**src/rtl/uart_pkg.sv**
```systemverilog
// Shared UART types and helpers: receiver FSM states, data width, baud divisor.
// Pure declarations; no latency, no flow control.
package uart_pkg;

  localparam int UART_DATA_BITS = 8;

  typedef enum logic [2:0] {
    IDLE,
    START,
    DATA,
    STOP,
    BREAK
  } rx_state_t;

  // Integer clocks per bit; any fractional part becomes baud error on the line.
  function automatic int clks_per_bit(input int freq, input int baud);
    return freq / baud;
  endfunction

endpackage

```
**src/rtl/sync_2ff.sv**
```systemverilog
// Two-flop synchronizer for an asynchronous level input; 2-cycle latency, no flow control.
// Both flops reset to RESET_VAL so an idle-high line never reports a spurious edge after reset.
module sync_2ff #(
  parameter logic RESET_VAL = 1'b1
) (
  input  logic i_clk,
  input  logic i_reset,
  input  logic i_d,
  output logic o_q
);

  logic meta;

  always_ff @(posedge i_clk) begin
    if (i_reset) begin
      meta <= RESET_VAL;
      o_q  <= RESET_VAL;
    end else begin
      meta <= i_d;
      o_q  <= meta;
    end
  end

endmodule

```
**src/rtl/uart_rx_deserializer.sv**
```systemverilog
// 8N1 UART receiver: strobe 2+HALF_BIT+9*CLKS_PER_BIT+1 clocks after the start edge.
// No back-pressure: every byte is strobed once; framing errors pulse o_frame_err instead.
module uart_rx_deserializer
  import uart_pkg::*;
#(
  parameter int I_CLOCK_FREQ = 50_000_000,
  parameter int BAUD_RATE    = 115200
) (
  input  logic                      i_clk,
  input  logic                      i_reset,
  input  logic                      i_uart_rx,
  output logic [UART_DATA_BITS-1:0] o_rx_data,
  output logic                      o_rx_stb,
  output logic                      o_frame_err
);

  localparam int CLKS_PER_BIT = clks_per_bit(I_CLOCK_FREQ, BAUD_RATE);
  localparam int HALF_BIT     = CLKS_PER_BIT / 2;
  localparam int CNT_W        = $clog2(CLKS_PER_BIT);
  localparam int IDX_W        = $clog2(UART_DATA_BITS);

  localparam logic [CNT_W-1:0] HALF_LAST = CNT_W'(HALF_BIT - 1);
  localparam logic [CNT_W-1:0] BIT_LAST  = CNT_W'(CLKS_PER_BIT - 1);
  localparam logic [IDX_W-1:0] IDX_LAST  = IDX_W'(UART_DATA_BITS - 1);

  generate
    if (CLKS_PER_BIT < 4) begin : g_baud_check
      $error("uart_rx_deserializer: CLKS_PER_BIT must be at least 4");
    end
  endgenerate

  logic rx_s;

  sync_2ff #(
    .RESET_VAL(1'b1)
  ) u_rx_sync (
    .i_clk  (i_clk),
    .i_reset(i_reset),
    .i_d    (i_uart_rx),
    .o_q    (rx_s)
  );

  rx_state_t                 state, state_d;
  logic [CNT_W-1:0]          clk_cnt, clk_cnt_d;
  logic [IDX_W-1:0]          bit_idx, bit_idx_d;
  logic [UART_DATA_BITS-1:0] shreg, shreg_d;
  logic [UART_DATA_BITS-1:0] rx_data_d;
  logic                      rx_stb_d;
  logic                      frame_err_d;

  always_ff @(posedge i_clk) begin
    if (i_reset) begin
      state       <= IDLE;
      clk_cnt     <= '0;
      bit_idx     <= '0;
      shreg       <= '0;
      o_rx_data   <= '0;
      o_rx_stb    <= 1'b0;
      o_frame_err <= 1'b0;
    end else begin
      state       <= state_d;
      clk_cnt     <= clk_cnt_d;
      bit_idx     <= bit_idx_d;
      shreg       <= shreg_d;
      o_rx_data   <= rx_data_d;
      o_rx_stb    <= rx_stb_d;
      o_frame_err <= frame_err_d;
    end
  end

  always_comb begin
    state_d     = state;
    clk_cnt_d   = clk_cnt;
    bit_idx_d   = bit_idx;
    shreg_d     = shreg;
    rx_data_d   = o_rx_data;
    rx_stb_d    = 1'b0;
    frame_err_d = 1'b0;

    case (state)
      IDLE: begin
        if (!rx_s) begin
          state_d   = START;
          clk_cnt_d = '0;
        end
      end

      // Half a bit in, a high line means the edge was a glitch.
      START: begin
        if (clk_cnt == HALF_LAST) begin
          if (rx_s) begin
            state_d = IDLE;
          end else begin
            state_d   = DATA;
            clk_cnt_d = '0;
            bit_idx_d = '0;
          end
        end else begin
          clk_cnt_d = clk_cnt + 1'b1;
        end
      end

      DATA: begin
        if (clk_cnt == BIT_LAST) begin
          clk_cnt_d = '0;
          shreg_d   = {rx_s, shreg[UART_DATA_BITS-1:1]};
          bit_idx_d = bit_idx + 1'b1;
          if (bit_idx == IDX_LAST) begin
            state_d = STOP;
          end
        end else begin
          clk_cnt_d = clk_cnt + 1'b1;
        end
      end

      // Leaving at the stop-bit centre gives half a bit to catch a back-to-back start edge.
      STOP: begin
        if (clk_cnt == BIT_LAST) begin
          clk_cnt_d = '0;
          if (rx_s) begin
            rx_data_d = shreg;
            rx_stb_d  = 1'b1;
            state_d   = IDLE;
          end else begin
            frame_err_d = 1'b1;
            state_d     = BREAK;
          end
        end else begin
          clk_cnt_d = clk_cnt + 1'b1;
        end
      end

      BREAK: begin
        if (rx_s) begin
          state_d = IDLE;
        end
      end

      default: begin
        state_d = IDLE;
      end
    endcase
  end

endmodule

```
**config.mk**
```make
export PLATFORM = sky130hd
export DESIGN_NAME = uart_rx_deserializer
export DESIGN_NICKNAME = d
export VERILOG_FILES = /design/src/rtl/uart_pkg.sv /design/src/rtl/sync_2ff.sv /design/src/rtl/uart_rx_deserializer.sv
export SDC_FILE = /design/constraint.sdc
export NUM_CORES = 1
export LEC_CHECK = 0
export CORE_MARGIN = 2
export CORE_UTILIZATION = 40
export CTS_CLUSTER_DIAMETER = 50
export DETAILED_ROUTE_END_ITERATION = 12
export GPL_ROUTABILITY_DRIVEN = 0
export GPL_TIMING_DRIVEN = 0
export HOLD_SLACK_MARGIN = 0.06
export PLACE_DENSITY = 0.59
export REMOVE_ABC_BUFFERS = 1
export SLEW_MARGIN = 20
export SYNTH_ARGS = -nofsm -noshare
export SYNTH_HDL_FRONTEND = slang
export SYNTH_SLANG_ARGS = --single-unit
```
**constraint.sdc**
```tcl
create_clock -name i_clk -period 2.42 [get_ports i_clk]
set_input_delay 0.726 -clock i_clk [delete_from_list [all_inputs] [get_ports i_clk]]
set_output_delay 0.726 -clock i_clk [all_outputs]
set_load 0.01 [all_outputs]
```
==> results of run 1 <==
## cells in the mapped netlist, drive strengths merged, types with 7 or more instances
cell / instances
clkbuf: 7
nor3: 7
dfxtp: 35
nor2: 11
o31ai: 10
a21oi: 15
nand4: 8
mux2i: 9
inv: 9
nand3: 12
nand2: 10
o21ai: 7
## what timing repair did
action	CTS	global route
resized for setup	1	1
setup endpoints to repair	9	4
cloned	0	0
## per-layer routing
layer	routed length, microns	global-route usage (%)	vias to the layer above
met2	1800	25.6	32
met3	136	4.36	8
met4	58	5.45	0
met5	0	0	-
met1	1970	24.3	718
li1	-	-	749
## cell type report
type                       instances  area share (%)
timing repair buffer              12            6.13
sequential                        35            35.7
clock inverter                     2           0.638
multi-input combinational        136            48.4
tap                               52            3.32
inverter                          11            2.11
clock buffer                       6            3.70
## critical path, delay by kind of cell (launching register included)
kind,cells,cell delay (ps)
flops,1,690
compound gates,1,270
simple gates,2,790
buf+inv,1,400
## state kept, by name, indices dropped and copies added (netlist names)
register,count
u_rx_sync.meta,1
u_rx_sync.o_q,1
o_rx_stb,1
clk_cnt,9
o_rx_data,8
shreg,8
o_frame_err,1
bit_idx,3
state,3
## worst min-delay path by stage
stage                   startpoint             to  depth (start not counted)
finish              u_rx_sync.meta  u_rx_sync.o_q                          1
global placement    u_rx_sync.meta  u_rx_sync.o_q                          1
detailed placement  u_rx_sync.meta  u_rx_sync.o_q                          1
global route        u_rx_sync.meta  u_rx_sync.o_q                          1
floorplan           u_rx_sync.meta  u_rx_sync.o_q                          1
CTS                 u_rx_sync.meta  u_rx_sync.o_q                          1
## kinds of logic (layout without fill, tap and decap cells)
logic type	count (synthesis)	count (layout)
muxes	9	9
DFF	35	35
xor gates and xnor gates	1	1
and+or+nand+nor	70	70
AOI/OAI and AO/OA	51	51
adders and majority gates	5	5
buffers and inverters	23	31
## cell usage in the layout (no fill, tap or decap), drive strengths merged, types with 8 or more instances in the layout
| cell | count |
|---|---|
| mux2i | 9 |
| inv | 9 |
| a21oi | 15 |
| nand4 | 8 |
| nand3 | 12 |
| clkdlybuf4s50 | 11 |
| dfxtp | 35 |
| nor2 | 11 |
| o31ai | 10 |
| nand2 | 10 |
## power groups by stage
stage	logic [mW]	registers, mW	clock network [mW]
2_1_floorplan	0.0238	0.598	0
3_3_place_gp	0.0411	0.601	0
3_5_place_dp	0.0415	0.602	0
4_1_cts	0.0411	0.588	0.427
5_1_grt	0.0462	0.589	0.459
6_report	0.0417	0.589	0.416
==> impl_summary.log, run 1 <==
[metrics] outcome: finished, final reports clean
[metrics] minimum hold slack: 417 ps
[metrics] number of design rule violations left after detail routing: 0
[metrics] final clock period utilization by the worst path: between 90% and 100%
[metrics] Floorplan Core Area: 0.00435 sq mm
[metrics] post-synthesis share of cell area spent on and, or, nand and nor gates: 23.3%
[metrics] maximum buffer depth of the clock tree: 2
[metrics] Post-Route Skew: 6.79 ps
[metrics] total setup violations reported at the end of the flow: 0
[metrics] number of antenna violations at the first check in global routing: 0
[metrics] chain of cells forming the critical path: inv_1, nand4b_1, nand2_1, a211oi_1
[metrics] setup repair after global routing missed its margin: no
[metrics] number of post-CTS setup repair buffers: 0
[metrics] number of cells on the worst reg-to-reg path: 4
[metrics] asr flop ratio synth: 0%
[metrics] maximum resistive drop on vdd: 284 uV
[metrics] Layout Utilization: 45.0%
[metrics] final worst path period need: 2270 ps
[metrics] type of element launching the critical path: flop
[metrics] post-synthesis cell type count: between 40 and 50
[metrics] per-cell routed wire length: 15.6 microns
[metrics] largest net degree at the start of global routing: 30
[metrics] Sinks on Clock Net: 35
[metrics] Sequential Power Share: 56.3%
[metrics] CP arrival: 2450 ps
[metrics] type of the worst min-delay path: reg2reg
[metrics] pre-CTS setup slack: -448 ps
[metrics] via count of the first global-routing pass: approximately 1,400
[metrics] die height: 71.3 microns
[metrics] maximum level of the CTS H-tree: 2
[metrics] Die Outline Area: 0.00509 sq mm
[metrics] latest clock arrival within the worst-skew pair: roughly 290 ps
[metrics] Post-Synth XOR/XNOR Area: less than 1%
[metrics] Detailed Routing Iterations Pass 1: 4
[metrics] hold bufs inserted after CTS: 0
[metrics] Yosys top cell area share: 38.6%
[metrics] Net Switching: 0.252 mW
[metrics] area growth from synthesis to final layout: 8.07%
[metrics] total wirelength of the detailed-routed design: 3970 microns
[metrics] compound-gate portion of the synthesized area: 19.6%
[metrics] TritonCTS clock tree: yes
[metrics] Crit. Startpoint: state[0]
[metrics] fillcell total: just over 400
[metrics] All-Layer GR Usage: 17.2%
[metrics] number of buffers added by the clock tree synthesis step: 5
[metrics] IO buf count: 12
[metrics] CTS Root Cell: sky130_fd_sc_hd__clkbuf_8
[metrics] switching fraction of total power: between 20 and 25%
[metrics] combinational family with the most area after synthesis: simple AND/OR/NAND/NOR gates
[metrics] detailed placement HPWL: 2620 microns
[metrics] number of max-cap violations: 0
[metrics] instance area at placement: 0.00187 sq mm
[metrics] standard cell with the maximum stage delay on the critical path: sky130_fd_sc_hd__dfxtp_1
[metrics] number of antenna-violating nets in the routed design: 0
[metrics] worst setup path endpoint: bit_idx[0]
[metrics] Crit Reg-Reg Startpoint: state[0]
[metrics] post-synth top area cell: sky130_fd_sc_hd__dfxtp_1
[metrics] gate count after technology mapping: just under 200
[metrics] cell area after layout: 0.00196 sq mm
[metrics] Inserted Diodes: 0
[metrics] sequential-to-total area share from yosys stat: 38.6%
[metrics] Pwr Total: 1.05 mW
[metrics] hold violation count in the final report: 0
[metrics] area of combinational cells with multiple inputs: 948 sq um
[metrics] worst setup path category: reg2reg
[metrics] kind of end point of the critical path: flop
[metrics] worst slew margin relative to its limit: 34.1%
[metrics] layout cells sized above 1: 9.90%
[metrics] Post-Place Cells: 246
[metrics] Yosys warning count: 0
[metrics] number of vias per cell after detailed routing: 5.93
[metrics] initial detailed-routing violation count: roughly 100
[metrics] critical path data required time: approximately 2600 ps
[metrics] longest individual stage delay on the worst path: 690 ps
[metrics] number of non-filler instances in the completed layout: 254
[metrics] Seq. cell area: 701 sq um
[metrics] actual slew at the worst max-slew pin: 989 ps
[metrics] Clk network pwr share: 39.7%
[metrics] final net count: 209
[metrics] number of synthesized flops with an enable pin: 0
[metrics] total number of vias: 1,507
[metrics] final max-slew violation count: 0
[metrics] Crit Path Max Fanout: 15
[metrics] final setup TNS: 0 ps
[metrics] Worst-path clk slew: ~70 ps
[metrics] main area contributors after synthesis: sky130_fd_sc_hd__dfxtp_1, sky130_fd_sc_hd__mux2i_1, sky130_fd_sc_hd__clkbuf_8
[metrics] post-synthesis instance area: 0.00181 sq mm
[metrics] pwr/cell area: 534 mW/mm^2
[metrics] worst-case setup margin in the final layout: 151 ps
[metrics] effective utilization at floorplan: 41.7%
[metrics] timing-limited maximum frequency: between 0.4 and 0.5 GHz
[metrics] terminus of the critical flop-to-flop path: bit_idx[0]
[metrics] horizontal extent of the die: 71.3 microns
[metrics] wire length of the first global-routing pass: 6910 microns
[metrics] post-synthesis share of cell area spent on full adders, half adders and majority gates: 3.45%
[metrics] Reg2Reg Setup Slack: 150 ps
[metrics] Core Rows: 24
[metrics] standby leakage power: 0.729 nW
[metrics] Internal Dissipation: ~0.8 mW
[metrics] number of I/O pins: 13
[metrics] flip-flop cell with the highest count after synthesis: sky130_fd_sc_hd__dfxtp_1
[metrics] flop and latch count out of synthesis: 35
[metrics] GR Overflow Total: 0
[metrics] proportion of power drawn by combinational gates: approximately 4.0%
[metrics] multiplexer area fraction after synthesis: a little under 5%
[metrics] mean post-synth cell area: 9.35 sq um
Power figures use the tool's default switching activity.
==> inputs of run 2 (changes only) <==
- CORE_UTILIZATION: 40 -> 55
- MAX_ROUTING_LAYER: default -> met4
- PLACE_DENSITY: 0.59 -> 0.76
- SKIP_LAST_GASP: default -> 1
==> run 2 against run 1 <==
  * Worst hold slack improved by 3.6 ps
  * Wire length fell by 2.4%
  * Count of clock-buffer cells in the layout is 1 lower
  * Clock skew up 5.2 ps
  * Fmax increased by 1.1%
  * Non-clock buffer count is 2 higher
  * Power up 10%
  * Via count grew 1.5%
  * Largest power group unchanged
  * Register-to-register slack better by 40 ps
==> impl_summary.log, run 2 (synthesis results as in run 1) <==
[metrics] Core Rows: 20 (-17%)
[metrics] final setup TNS: 0 ps (unchanged)
[metrics] TritonCTS clock tree: yes
[metrics] most frequent cells in the layout: sky130_fd_sc_hd__dfxtp_1, sky130_fd_sc_hd__a21oi_1, sky130_fd_sc_hd__nand3_1
[metrics] number of max-cap violations: 0 (unchanged)
[metrics] number of I/O pins: 13 (unchanged)
[metrics] Reg2Reg Setup Slack: 190 ps (+40 ps)
[metrics] worst setup path category: in2reg
[metrics] number of antenna-violating nets in the routed design: 0 (unchanged)
[metrics] Die Outline Area: 0.00377 sq mm (-26%)
[metrics] actual slew at the worst max-slew pin: 1080 ps (+94.5 ps)
[metrics] Top Layer Used: met4
[metrics] leading cell type in the layout, fill and taps excluded: sky130_fd_sc_hd__dfxtp_1
[metrics] CTS Root Cell: sky130_fd_sc_hd__clkbuf_4
[metrics] max reg flops: 9 (unchanged)
[metrics] worst hold start: u_rx_sync.meta
[metrics] detailed placement HPWL: 2590 microns (-1.5%)
[metrics] Pwr Total: 1.16 mW (+10%)
[metrics] IO buf count: 12 (unchanged)
[metrics] setup repair after global routing missed its margin: no
[metrics] switching fraction of total power: 20.9% (-3.2 points)
[metrics] pre-CTS setup slack: -447 ps (+1.12 ps)
[metrics] hold bufs inserted after CTS: 0 (unchanged)
[metrics] GR Overflow Total: 0 (unchanged)
[metrics] biggest registers after layout: clk_cnt (9), o_rx_data (8), shreg (8)
[metrics] CP arrival: 2440 ps (about the same)
[metrics] hold violation count in the final report: 0 (unchanged)
[metrics] outcome: finished, final reports clean
[metrics] effective utilization at floorplan: 58.5% (+17 points)
[metrics] WHS Endpoint: u_rx_sync.o_q
[metrics] number of buffers added by the clock tree synthesis step: 5 (unchanged)
[metrics] Crit Path Max Fanout: 29 (+14)
[metrics] number of vias per cell after detailed routing: 6.17 (+4.0%)
[metrics] number of design rule violations left after detail routing: 0 (unchanged)
[metrics] initial detailed-routing violation count: 89 (-12%)
[metrics] buffers plus inverters on the worst setup path: 2 (+1)
[metrics] total wirelength of the detailed-routed design: 3870 microns (-2.4%)
[metrics] final net count: 211 (+0.96%)
[metrics] worst slew margin relative to its limit: 27.2% (-6.9 points)
[metrics] Floorplan Core Area: 0.00310 sq mm (-29%)
[metrics] Internal Dissipation: 0.914 mW (+15%)
[metrics] type of element launching the critical path: input port
[metrics] All-Layer GR Usage: 23.5% (+6.3 points)
[metrics] Crit Reg-Reg Startpoint: clk_cnt[1]
[metrics] number of antenna violations at the first check in global routing: 0 (unchanged)
[metrics] terminus of the critical flop-to-flop path: state[2]
[metrics] total setup violations reported at the end of the flow: 0 (unchanged)
[metrics] kind of end point of the critical path: flop
[metrics] Sequential Power Share: 50.9% (-5.4 points)
[metrics] longest individual stage delay on the worst path: 870 ps (+180 ps)
[metrics] area growth from synthesis to final layout: 8.90%
[metrics] horizontal extent of the die: 61.4 microns (-14%)
[metrics] Post-Route Skew: 12.0 ps (+5.19 ps)
[metrics] total met2 wirelength after detailed routing: 1820 microns (+1.3%)
[metrics] final max-slew violation count: 0 (unchanged)
[metrics] die height: 61.4 microns (-14%)
[metrics] via count of the first global-routing pass: 1,366 (-3.3%)
[metrics] maximum level of the CTS H-tree: 2 (unchanged)
[metrics] metal1 wirelength: 1810 microns (-8.5%)
[metrics] Layout Utilization: 63.7% (+19 points)
[metrics] per-cell routed wire length: 15.6 microns (about the same)
[metrics] standard cell with the maximum stage delay on the critical path: sky130_fd_sc_hd__dlygate4sd2_1
[metrics] type of the worst min-delay path: reg2reg
[metrics] largest net degree at the start of global routing: 30 (unchanged)
[metrics] pwr/cell area: 585 mW/mm^2 (+9.6%)
[metrics] proportion of power drawn by combinational gates: 3.6% (-0.4 points)
[metrics] number of cells on the worst reg-to-reg path: 6 (+2)
[metrics] Worst-path clk slew: 100 ps (+30 ps)
[metrics] Sinks on Clock Net: 35 (unchanged)
[metrics] maximum resistive drop on vdd: 406 uV (+43%)
[metrics] Clk network pwr share: 45.5% (+5.8 points)
[metrics] critical path data required time: 2610 ps (about the same)
[metrics] worst-case setup margin in the final layout: 176 ps (+25.7 ps)
[metrics] wire length of the first global-routing pass: 6360 microns (-7.9%)
[metrics] Net Switching: 0.241 mW (-4.4%)
[metrics] maximum buffer depth of the clock tree: 2 (unchanged)
[metrics] layout cells sized above 1: 11.3% (+1.4 points)
[metrics] Reg with most FFs: clk_cnt
[metrics] timing-limited maximum frequency: 0.446 GHz (+1.1%)
[metrics] final worst path period need: 2240 ps (-25.7 ps)
[metrics] Detailed Routing Iterations Pass 1: 4 (unchanged)
[metrics] total number of vias: 1,530 (+1.5%)
[metrics] Post-Place Cells: 238 (-3.3%)
[metrics] chain of cells forming the critical path: dlygate4sd2_1, clkinv_1, nand2_1, o32ai_1
[metrics] Hold Path Stages: 1 (unchanged)
[metrics] Inserted Diodes: 0 (unchanged)
[metrics] number of non-filler instances in the completed layout: 248 (-2.4%)
[metrics] met3 routed wirelength: 223 microns (+64%)
[metrics] standby leakage power: 0.732 nW (+0.32%)
[metrics] category of cells accounting for the largest share of critical-path delay: buffers and inverters
[metrics] latest clock arrival within the worst-skew pair: 350 ps (+60 ps)
[metrics] final clock period utilization by the worst path: 92.7% (-1.1 points)
## run 2: cell types whose count changed in the layout (fill, tap and decap cells not counted)
| cell | before | now |
|---|---|---|
| sky130_fd_sc_hd__clkbuf_8 | 5 | 0 |
| sky130_fd_sc_hd__dlygate4sd2_1 | 0 | 1 |
| sky130_fd_sc_hd__clkinv_2 | 1 | 0 |
| sky130_fd_sc_hd__buf_4 | 0 | 2 |
| sky130_fd_sc_hd__clkbuf_4 | 0 | 5 |
| sky130_fd_sc_hd__clkbuf_1 | 1 | 0 |
| sky130_fd_sc_hd__nor4_2 | 0 | 1 |
| sky130_fd_sc_hd__bufinv_16 | 0 | 2 |
| sky130_fd_sc_hd__clkdlybuf4s15_1 | 1 | 0 |
| sky130_fd_sc_hd__nor4_4 | 1 | 0 |
## run 2: how the worst max path moves through the flow
stage / start / to / slack, ps / cells after the start
after floorplan: state[2] / state[2] / 710 / 4
after global placement: i_reset / clk_cnt[8] / -320 / 4
after detailed placement: i_reset / clk_cnt[0] / -450 / 4
after CTS: i_reset / clk_cnt[0] / 210 / 4
after global routing: clk_cnt[1] / state[2] / 5 / 6
final: i_reset / clk_cnt[8] / 180 / 4
## run 2: timing repair
| item | 4_1_cts | 5_1_grt |
|---|---|---|
| setup buffers | 0 | 2 |
| gates resized for setup | 1 | 0 |
| pin swaps | 0 | 1 |
| gates cloned | 0 | 0 |
| endpoints found under the setup margin | 8 | 3 |
## run 2: metal layers
metal  up-vias  global-route usage [%]
met5         -                       -
met4         0                    7.90
met3         2                    6.09
met2        40                    34.0
met1       734                    31.9
li1        754                       -
## run 2: power groups by stage
stage | Clock, mW | Combinational (mW) | Sequential, mW
5_1_grt | 0.562 | 0.0455 | 0.590
3_3_place_gp | 0 | 0.0395 | 0.601
3_5_place_dp | 0 | 0.0413 | 0.601
4_1_cts | 0.536 | 0.0410 | 0.588
6_report | 0.525 | 0.0416 | 0.588
2_1_floorplan | 0 | 0.0238 | 0.598
## run 2: area by class of cell
| class | instances | area, sq um |
|---|---|---|
| Timing Repair Buffer | 14 | 134 |
| Fill cell | 306 | 1130 |
| Multi-Input combinational cell | 136 | 940 |
| Clock inverter | 3 | 67.6 |
| Inverter | 11 | 41.3 |
| Sequential cell | 35 | 701 |
| Clock buffer | 5 | 37.5 |
| Tap cell | 44 | 55.1 |
## run 2: through the flow
step | instance area [sq um] | hold WS [ps]
6_report | 1980 | 420
4_1_cts | 1960 | 426
3_3_place_gp | 1860 | 398
3_5_place_dp | 1860 | 396
5_1_grt | 1980 | 435
2_1_floorplan | 1680 | 389
==> inputs of run 3 (changes only) <==
- PLACE_DENSITY: 0.76 -> 0.81
==> run 3 against run 2 <==
  * Design area shrank 3.2%
  * Die area is the same
  * Sequential power is essentially flat
  * Critical endpoint is now bit_idx[0]
  * Largest power group unchanged
==> impl_summary.log, run 3 (synthesis results as in run 1) <==
[metrics] effective utilization at floorplan: 58.5% (unchanged)
[metrics] fillcell total: 276 (-9.8%)
[metrics] horizontal extent of the die: 61.4 microns (unchanged)
[metrics] Sinks on Clock Net: 35 (unchanged)
[metrics] number of non-filler instances in the completed layout: 246 (-0.81%)
[metrics] final clock period utilization by the worst path: 91.5% (-1.3 points)
[metrics] setup repair after global routing missed its margin: no
[metrics] number of I/O pins: 13 (unchanged)
[metrics] standard cell with the maximum stage delay on the critical path: sky130_fd_sc_hd__dfxtp_1
[metrics] biggest registers after layout: clk_cnt (9), o_rx_data (8), shreg (8)
[metrics] number of antenna violations at the first check in global routing: 0 (unchanged)
[metrics] number of design rule violations left after detail routing: 0 (unchanged)
[metrics] Pwr Total: 0.939 mW (-19%)
[metrics] number of post-CTS setup repair buffers: 0 (unchanged)
[metrics] minimum hold slack: 445 ps (+24.9 ps)
[metrics] Core Rows: 20 (unchanged)
[metrics] chain of cells forming the critical path: inv_1, nand4b_1, nand2_1, a211oi_1
[metrics] hold bufs inserted after CTS: 0 (unchanged)
[metrics] wire length of the first global-routing pass: 6400 microns (+0.55%)
[metrics] most frequent cells in the layout: sky130_fd_sc_hd__dfxtp_1, sky130_fd_sc_hd__a21oi_1, sky130_fd_sc_hd__nand3_1
[metrics] type of element launching the critical path: flop
[metrics] CTS Root Cell: sky130_fd_sc_hd__clkbuf_4
[metrics] number of buffers added by the clock tree synthesis step: 5 (unchanged)
[metrics] number of max-cap violations: 0 (unchanged)
[metrics] number of antenna-violating nets in the routed design: 0 (unchanged)
[metrics] total setup violations reported at the end of the flow: 0 (unchanged)
[metrics] Post-Place Cells: 238 (unchanged)
[metrics] die height: 61.4 microns (unchanged)
[metrics] type of the worst min-delay path: reg2reg
[metrics] max reg flops: 9 (unchanged)
[metrics] Post-Route Skew: 10.5 ps (-1.47 ps)
[metrics] Detailed Routing Iterations Pass 1: 4 (unchanged)
[metrics] Floorplan Core Area: 0.00310 sq mm (unchanged)
[metrics] hold violation count in the final report: 0 (unchanged)
[metrics] final max-slew violation count: 0 (unchanged)
[metrics] maximum level of the CTS H-tree: 2 (unchanged)
[metrics] critical path data required time: 2660 ps (+50 ps)
[metrics] area growth from synthesis to final layout: 5.45%
[metrics] initial detailed-routing violation count: 70 (-21%)
[metrics] All-Layer GR Usage: 23.9% (+0.42 points)
[metrics] Layout Utilization: 61.7% (-2.0 points)
[metrics] largest net degree at the start of global routing: 30 (unchanged)
[metrics] CP arrival: 2460 ps (+20 ps)
[metrics] kind of end point of the critical path: flop
[metrics] pwr/cell area: 491 mW/mm^2 (-16%)
[metrics] timing-limited maximum frequency: 0.452 GHz (+1.4%)
[metrics] instance area at placement: 0.00186 sq mm (unchanged)
[metrics] maximum resistive drop on vdd: 545 uV (+34%)
[metrics] actual slew at the worst max-slew pin: 1020 ps (-62.0 ps)
[metrics] Die Outline Area: 0.00377 sq mm (unchanged)
[metrics] worst-case setup margin in the final layout: 207 ps (+30.4 ps)
[metrics] leading cell type in the layout, fill and taps excluded: sky130_fd_sc_hd__dfxtp_1
[metrics] standby leakage power: 0.708 nW (-3.2%)
[metrics] Inserted Diodes: 0 (unchanged)
[metrics] detailed placement HPWL: 2460 microns (-4.7%)
[metrics] GR Overflow Total: 0 (unchanged)
[metrics] Worst-path clk slew: 110 ps (about the same)
[metrics] IO buf count: 12 (unchanged)
[metrics] layout cells sized above 1: 9.90% (-1.4 points)
[metrics] cell area after layout: 0.00191 sq mm (-3.2%)
[metrics] via count of the first global-routing pass: 1,425 (+4.3%)
[metrics] Crit Path Max Fanout: 15 (-48%)
[metrics] longest individual stage delay on the worst path: 660 ps (-210 ps)
[metrics] pre-CTS setup slack: -367 ps (+79.8 ps)
[metrics] quantity of gates resized following cts: 0 (-1)
[metrics] worst setup path category: reg2reg
[metrics] latest clock arrival within the worst-skew pair: 340 ps (about the same)
[metrics] final setup TNS: 0 ps (unchanged)
[metrics] number of vias per cell after detailed routing: 6.09 (-1.2%)
[metrics] maximum buffer depth of the clock tree: 2 (unchanged)
[metrics] Reg with most FFs: clk_cnt
[metrics] outcome: finished, final reports clean
[metrics] TritonCTS clock tree: yes
[metrics] per-cell routed wire length: 15.1 microns (-3.5%)
[metrics] total wirelength of the detailed-routed design: 3710 microns (-4.3%)
[metrics] worst slew margin relative to its limit: 31.4% (+4.2 points)
[metrics] final worst path period need: 2210 ps (-30.4 ps)
[metrics] final net count: 209 (-0.95%)
[metrics] total number of vias: 1,499 (-2.0%)
==> run 3: cell types whose count changed in the layout (fill, tap and decap cells not counted), sizes merged <==
cell	delta
buf	-2
clkbuf	+1
dlygate4sd2	-1
bufinv	-2
clkinv	+1
dlymetal6s2s	+1
==> run 3: metal layers <==
| layer | track usage [%] | vias up | wire length [microns] |
|---|---|---|---|
| met5 | - | - | 0 |
| met4 | 11.9 | 0 | 69 |
| met3 | 7.14 | 8 | 194 |
| met2 | 32.7 | 49 | 1690 |
| met1 | 31.9 | 697 | 1750 |
| li1 | - | 745 | - |
==> run 3: power by group <==
group | total, mW | internal [mW] | leakage [nW] | switching [mW]
combinational | 0.0410 | 0.0138 | 0.397 | 0.0272
clock | 0.310 | 0.112 | 0.0282 | 0.198
sequential | 0.588 | 0.579 | 0.283 | 0.00885
total | 0.939 | 0.705 | 0.708 | 0.234
==> run 3: layout make-up <==
| class | instances | area [sq um] | share of cell area (%) |
|---|---|---|---|
| multi-input cells | 136 | 940 | 49.1 |
| flip-flops and latches | 35 | 701 | 36.6 |
| repair buffers | 12 | 123 | 6.41 |
| well taps | 44 | 55.1 | 2.88 |
| clock buffers | 6 | 41.3 | 2.16 |
| inverters | 11 | 41.3 | 2.16 |
| clock inverters | 2 | 12.5 | 0.654 |
==> run 3: worst max-delay path: cells and delay by family, from the launching register on <==
kind,cells,cell delay (ps)
compound gates,1,280
simple gates,2,790
buf+inv,1,370
flops,1,660
==> run 3: final timing paths <==
path / to / start / slack (ps) / cells after the start
worst min-delay path: u_rx_sync.o_q / u_rx_sync.meta / 450 / 1
worst min register to register: u_rx_sync.o_q / u_rx_sync.meta / 450 / 1
worst max-delay path: bit_idx[0] / state[0] / 210 / 4
worst max register to register: bit_idx[0] / state[0] / 210 / 4
